File: config.mk
export PLATFORM = sky130hd
export DESIGN_NAME = bus_load_decoder
export DESIGN_NICKNAME = d
export VERILOG_FILES = /design/src/rtl/bus_load_decoder.sv
export SDC_FILE = /design/constraint.sdc
export NUM_CORES = 1
export LEC_CHECK = 0
export CORE_ASPECT_RATIO = 0.8
export CORE_UTILIZATION = 25
export DETAILED_ROUTE_END_ITERATION = 8
export DONT_BUFFER_PORTS = 1
export PLACE_DENSITY = 0.4
export REMOVE_ABC_BUFFERS = 1
export SLEW_MARGIN = 25
export SYNTH_ARGS = -nofsm -noshare
export SYNTH_HDL_FRONTEND = slang
export SYNTH_SLANG_ARGS = --single-unit
File: constraint.sdc
create_clock -name clock -period 5.75 [get_ports clock]
set_input_delay 0.8625 -clock clock [delete_from_list [all_inputs] [get_ports clock]]
set_output_delay 0.8625 -clock clock [all_outputs]
set_load 0.005 [all_outputs]
File: src/rtl/bus_load_decoder.sv
// Sink side of the shared CPU bus: decodes dest_sel and captures BusMuxOut into R0-R15/HI/LO/Y/PC/MAR/IR.
// Latency: single load visible 1 clk after the sampling edge; a LO/HI pair completes 2 clk after its sampling edge.
// Backpressure: none; IDLE accepts a request every cycle, load_req is ignored while the HI beat of a pair is pending.
// Option: define BUS_R0_ZERO_EN to hard-wire R0 to zero (writes to code 0 are discarded, still acknowledged).
module bus_load_decoder #(
    parameter int                 DATA_W   = 32,
    parameter int                 NUM_GPR  = 16,   // codes 0..NUM_GPR-1; must not exceed 16
    parameter logic [DATA_W-1:0]  PC_RESET = '0
) (
    input  logic                        clock,
    input  logic                        clear,
    input  logic [DATA_W-1:0]           BusMuxOut,
    input  logic                        load_req,
    input  logic [4:0]                  dest_sel,
    input  logic                        pair_mode,
    output logic                        load_ack,
    output logic                        load_busy,
    output logic                        load_err,
    output logic [21:0]                 load_en,
    output logic [NUM_GPR*DATA_W-1:0]   BusMuxInR_flat,
    output logic [DATA_W-1:0]           BusMuxInHI,
    output logic [DATA_W-1:0]           BusMuxInLO,
    output logic [DATA_W-1:0]           BusMuxInY,
    output logic [DATA_W-1:0]           BusMuxInPC,
    output logic [DATA_W-1:0]           MARout,
    output logic [DATA_W-1:0]           IRout
);

    localparam int CODE_HI  = 16;
    localparam int CODE_LO  = 17;
    localparam int CODE_Y   = 18;
    localparam int CODE_PC  = 19;
    localparam int CODE_MAR = 20;
    localparam int CODE_IR  = 21;

    typedef enum logic {
        IDLE    = 1'b0,
        PAIR_HI = 1'b1
    } state_t;

    state_t              state_q, state_d;
    logic                ack_q, ack_d;
    logic                err_q, err_d;
    logic [21:0]         en_q, en_d;
    logic                wr_single;   // single-beat write to the register named by dest_sel
    logic                wr_lo;       // first beat of a pair
    logic                wr_hi;       // second beat of a pair
    logic                code_valid;

    logic [DATA_W-1:0]   gpr_q [NUM_GPR];
    logic [DATA_W-1:0]   hi_q, lo_q, y_q, pc_q, mar_q, ir_q;

    // Codes 0..NUM_GPR-1 select a GPR; 16..21 select the special registers.
    assign code_valid = (int'(dest_sel) < NUM_GPR) ||
                        ((int'(dest_sel) >= CODE_HI) && (int'(dest_sel) <= CODE_IR));

    // Next-state, write strobes and the registered status outputs for the following cycle.
    always_comb begin
        state_d   = state_q;
        ack_d     = 1'b0;
        err_d     = 1'b0;
        en_d      = '0;
        wr_single = 1'b0;
        wr_lo     = 1'b0;
        wr_hi     = 1'b0;
        case (state_q)
            IDLE: begin
                if (load_req) begin
                    if (pair_mode) begin
                        wr_lo           = 1'b1;
                        en_d[CODE_LO]   = 1'b1;
                        state_d         = PAIR_HI;
                    end else if (code_valid) begin
                        wr_single = 1'b1;
                        ack_d     = 1'b1;
                        for (int i = 0; i < 22; i++) begin
                            en_d[i] = (int'(dest_sel) == i);
                        end
                    end else begin
                        ack_d = 1'b1;
                        err_d = 1'b1;
                    end
                end
            end
            PAIR_HI: begin
                // HI beat is taken unconditionally; any load_req now is dropped.
                wr_hi         = 1'b1;
                en_d[CODE_HI] = 1'b1;
                ack_d         = 1'b1;
                state_d       = IDLE;
            end
            default: state_d = IDLE;
        endcase
    end

    // FSM state and status pulses; clear overrides everything, including a pending HI beat.
    always_ff @(posedge clock) begin
        if (!clear) begin
            state_q <= IDLE;
            ack_q   <= 1'b0;
            err_q   <= 1'b0;
            en_q    <= '0;
        end else begin
            state_q <= state_d;
            ack_q   <= ack_d;
            err_q   <= err_d;
            en_q    <= en_d;
        end
    end

    // Register file capture: full-width copy of the bus into the selected register.
    always_ff @(posedge clock) begin
        if (!clear) begin
            for (int i = 0; i < NUM_GPR; i++) begin
                gpr_q[i] <= '0;
            end
            hi_q  <= '0;
            lo_q  <= '0;
            y_q   <= '0;
            pc_q  <= PC_RESET;
            mar_q <= '0;
            ir_q  <= '0;
        end else begin
            for (int i = 0; i < NUM_GPR; i++) begin
`ifdef BUS_R0_ZERO_EN
                if (wr_single && (int'(dest_sel) == i) && (i != 0)) begin
                    gpr_q[i] <= BusMuxOut;
                end
`else
                if (wr_single && (int'(dest_sel) == i)) begin
                    gpr_q[i] <= BusMuxOut;
                end
`endif
            end
            if (wr_hi || (wr_single && int'(dest_sel) == CODE_HI)) hi_q  <= BusMuxOut;
            if (wr_lo || (wr_single && int'(dest_sel) == CODE_LO)) lo_q  <= BusMuxOut;
            if (wr_single && int'(dest_sel) == CODE_Y)             y_q   <= BusMuxOut;
            if (wr_single && int'(dest_sel) == CODE_PC)            pc_q  <= BusMuxOut;
            if (wr_single && int'(dest_sel) == CODE_MAR)           mar_q <= BusMuxOut;
            if (wr_single && int'(dest_sel) == CODE_IR)            ir_q  <= BusMuxOut;
        end
    end

    // GPR contents flattened for the bus mux, R0 in the lowest word.
    for (genvar g = 0; g < NUM_GPR; g++) begin : g_flat
`ifdef BUS_R0_ZERO_EN
        if (g == 0) begin : g_zero
            assign BusMuxInR_flat[g*DATA_W +: DATA_W] = '0;
        end else begin : g_reg
            assign BusMuxInR_flat[g*DATA_W +: DATA_W] = gpr_q[g];
        end
`else
        assign BusMuxInR_flat[g*DATA_W +: DATA_W] = gpr_q[g];
`endif
    end

    assign load_ack   = ack_q;
    assign load_err   = err_q;
    assign load_en    = en_q;
    assign load_busy  = (state_q == PAIR_HI);
    assign BusMuxInHI = hi_q;
    assign BusMuxInLO = lo_q;
    assign BusMuxInY  = y_q;
    assign BusMuxInPC = pc_q;
    assign MARout     = mar_q;
    assign IRout      = ir_q;

endmodule

==> impl_summary.log <==
INFO  metric share_of_flip_flops_with_an_asynchronous_set_or_reset = 0
INFO  metric ctsResizeCount = 0
INFO  metric powerDensity = ~380 nW/um2
INFO  metric timing.critical_path.slowest_stage_cell = sky130_fd_sc_hd__or4_2
INFO  metric worstPathBufferInverterCount = 0
INFO  metric data_arrival_at_the_endpoint_of_the_critical_path = between 3 and 4 ns
INFO  metric clock_sinks = approximately 730
INFO  metric path_cells = or3b_1 -> or4_2 -> nand2_2
INFO  metric post_synth_and_or_nand_nor_area_fraction = 0.1131
INFO  metric placed_area = 26840 um2
INFO  metric mappedNetlistArea = 25230 um2
INFO  metric power_switching_share = 0.2250
INFO  metric setup.worst_path.start = load_busy
INFO  metric p_int = 8.744 mW
INFO  metric final_common_cell = sky130_fd_sc_hd__edfxtp_1
INFO  metric drcViolationCount = 0
INFO  metric cts_max_level = 3
INFO  metric multi_input_comb_area = between 5000 and 6000 um2
INFO  metric starting_density_of_the_core = 0.2539
INFO  metric power.share.sequential = 0.536
INFO  metric routed_wire_length_per_instance = roughly 28 um
INFO  metric drt_first_pass_iters = 5
INFO  metric detail_route.wirelength = 88950 um
INFO  metric maxClockFrequency = about 290 MHz
INFO  metric drive_above_1_share = 0.1004
INFO  metric io_pins = between 700 and 800
INFO  metric netlist-cell-type-count = 36
INFO  metric cts_tree = done
INFO  metric clk_root_buffer_cell = sky130_fd_sc_hd__clkbuf_16
INFO  metric first_global_vias = about 14k
INFO  metric yosysWarningCount = 0
INFO  metric busiest_layer = met2
INFO  metric dominant_combinational_cell_family_by_area_after_synthesis = simple AND/OR/NAND/NOR gates
INFO  metric cpPeakStageDelay = approximately 1.1 ns
INFO  metric globalRouteMet2Util = 0.2814
INFO  metric congestion_overflow_gr = 0
INFO  metric grt_util_met1 = 0.1943
INFO  metric yosys.area_share.xor_xnor = 0
INFO  metric synth-seq-area-share = 0.7816
INFO  metric chipWidth = 357.2 um
INFO  metric timing.max_cap.violations = 0
INFO  metric edff_count_synth = ~510
INFO  metric grt_first_pass_wirelength = approximately 120000 um
INFO  metric cts_buffers = between 70 and 80
INFO  metric power_frac_comb = 0.029
INFO  metric grt_util_met3 = 0.06811
INFO  metric gp_congestion = ~0.79
INFO  metric skew = 0.02462 ns
INFO  metric cp_top_family = simple AND/OR/NAND/NOR gates
INFO  metric slew_viol_final = 0
INFO  metric setup_viol = 0
INFO  metric worst_r2r_startpoint = load_busy
INFO  metric run_status = completed
INFO  metric regArea = 19720 um2
INFO  metric via_per_inst = roughly 4.4
INFO  metric cts-hold-fix-buffers = 0
INFO  metric clkLatencyLatePin = between 0.6 and 0.7 ns
INFO  metric grtUsageTotal = 0.1676
INFO  metric critPathKind = reg2reg
INFO  metric hp-class = in2reg
INFO  metric postSynthRegisterBits = about 730
INFO  metric critical_path.startpoint_type = flip-flop
INFO  metric pwr-share-clk = 0.435
INFO  metric multiplexer_share_of_the_synthesized_area = 0.07617
INFO  metric fp.coreArea = between 90000 and 100000 um2
INFO  metric p_leak = approximately 11 nW
INFO  metric place_hpwl = about 60000 um
INFO  metric detail-route-antenna-nets = 0
INFO  metric rsz0062_at_grt = false
INFO  metric critical_path_required = between 5 and 6 ns
INFO  metric die_footprint = 102200 um2
INFO  metric dieHeight = 286.1 um
INFO  metric cp-end-kind = flip-flop
INFO  metric post_synth_inst_count = approximately 1.8k
INFO  metric hold_path.startpoint = dest_sel[0]
INFO  metric cts_post_setup_buffers_inserted = 0
INFO  metric post-route-cell-area = 29320 um2
INFO  metric peakVddDrop = approximately 0.19 mV
INFO  metric dr.first_iter.drc_count = slightly below 1k
INFO  metric detailroute.via_count = around 14k
INFO  metric fin_nets = between 1.5k and 2k
INFO  metric cp_max_fo = 34
INFO  metric largest_net_degree_at_the_start_of_global_routing = 250
INFO  metric layout_common_cells = sky130_fd_sc_hd__edfxtp_1, sky130_fd_sc_hd__nand2_1, sky130_fd_sc_hd__nor2_1
INFO  metric synth.avg_cell_area = 14.25 um2
INFO  metric share_of_the_synthesized_area_in_compound_gates_ao_oa_aoi_oai = 0.003273
INFO  metric cts.path.max_buffers = 3
INFO  metric placementRows = between 100 and 150
INFO  metric adder_cell_share_of_the_synthesized_area = 0
INFO  metric antenna_violations_before_repair = 3
INFO  metric worstMarginPinSlew = approximately 1.0 ns
INFO  metric area_delta_synth_final = 16.23%
INFO  metric fin_crit = between 3 and 4 ns
INFO  metric switching_power = 2.539 mW
INFO  metric fin_crit_sh = 0.6006
INFO  metric synth_top_flop_cell = sky130_fd_sc_hd__edfxtp_1
INFO  metric maxSlewHeadroom = 0.3010
INFO  metric io_buffer_count = 0
INFO  metric finalHoldWorstSlack = roughly 0.30 ns
INFO  metric path_clk_slew = 0.06 ns
INFO  metric num-fill-cells = 9899
INFO  metric final-hold-violation-count = 0
worst paths after layout:
| path | to | cells past startpoint | slack, ns |
|---|---|---|---|
| worst max-delay path | gpr_q[0][119] | 3 | 2.30 |
| worst min-delay path | load_en[20] | 1 | 0.30 |
| worst max register to register | gpr_q[0][119] | 3 | 2.30 |
| worst min register to register | IRout[13] | 2 | 0.47 |
cells in the mapped netlist (2+ instances only):
cell | count | area [um2]
sky130_fd_sc_hd__and2_1 | 62 | 387.9
sky130_fd_sc_hd__buf_1 | 6 | 22.52
sky130_fd_sc_hd__buf_2 | 16 | 80.08
sky130_fd_sc_hd__buf_6 | 5 | 56.30
sky130_fd_sc_hd__clkbuf_1 | 98 | 367.9
sky130_fd_sc_hd__dfxtp_1 | 217 | 4344
sky130_fd_sc_hd__edfxtp_1 | 512 | 15370
sky130_fd_sc_hd__inv_1 | 34 | 127.6
sky130_fd_sc_hd__mux2i_1 | 192 | 1922
sky130_fd_sc_hd__nand2_1 | 293 | 1100
sky130_fd_sc_hd__nand2b_1 | 4 | 25.02
sky130_fd_sc_hd__nand3_1 | 6 | 30.03
sky130_fd_sc_hd__nand3b_1 | 3 | 22.52
sky130_fd_sc_hd__nor2_1 | 271 | 1017
sky130_fd_sc_hd__nor2b_1 | 5 | 31.28
sky130_fd_sc_hd__nor3_1 | 7 | 35.03
sky130_fd_sc_hd__nor4_1 | 5 | 31.28
sky130_fd_sc_hd__nor4b_1 | 2 | 17.52
sky130_fd_sc_hd__nor4bb_1 | 2 | 20.02
sky130_fd_sc_hd__o21ai_0 | 12 | 60.06
sky130_fd_sc_hd__or3_1 | 2 | 12.51
sky130_fd_sc_hd__or4_1 | 2 | 15.01
cells by family after synthesis:
group,Yosys count
flops,729
buf+inv,159
simple gates,675
compound gates,15
mux,192
power groups by stage:
stage	clock (mW)	sequential, mW	combinational (mW)
6_report	4.90	6.05	0.331
3_3_place_gp	0	6.17	0.336
3_5_place_dp	0	6.16	0.342
5_1_grt	5.21	6.07	0.356
4_1_cts	5.03	6.06	0.342
2_1_floorplan	0	6.07	0.166
worst register-to-register path: stages (launching register included):
cell	delay (ns)
sky130_fd_sc_hd__dfxtp_1	0.41
sky130_fd_sc_hd__or3b_1	0.62
sky130_fd_sc_hd__or4_2	1.10
sky130_fd_sc_hd__nand2_2	0.92
through the flow:
stage	util	TNS (ns)	power (mW)	worst slack [ns]	cells
after floorplan	-	-6.059	6.236	-0.04735	1645
after global placement	0.2702	0	6.509	1.931	2992
after detailed placement	0.2702	0	6.506	1.871	2992
after CTS	0.2951	0	11.43	2.234	3135
after global routing	0.2951	0	11.64	2.097	3135
final	0.2951	0	11.28	2.296	3136
state kept, by name, summed over array words and instances, names as in the netlist:
register    count
BusMuxInY      32
load_ack        1
IRout          32
load_en        22
BusMuxInHI     32
MARout         32
load_busy       1
BusMuxInPC     32
load_err        1
BusMuxInLO     32
gpr_q         512
layout make-up:
type | instances | share of cell area
inverter | 34 | 0.004352
antenna | 1 | 0.00008534
sequential | 729 | 0.6724
timing repair buffer | 35 | 0.008960
clock buffer | 107 | 0.07373
tap | 1312 | 0.05598
clock inverter | 36 | 0.01062
multi-input combinational | 882 | 0.1738
per-layer routing:
layer | vias to the layer above | share of wire | routed length [um]
met5 | - | 0 | 0
met4 | 0 | 0.026 | 2347
met3 | 114 | 0.097 | 8626
met2 | 630 | 0.49 | 43560
met1 | 7089 | 0.39 | 34420
li1 | 6039 | - | -
Note: power is estimated with default switching activity, not from simulation.
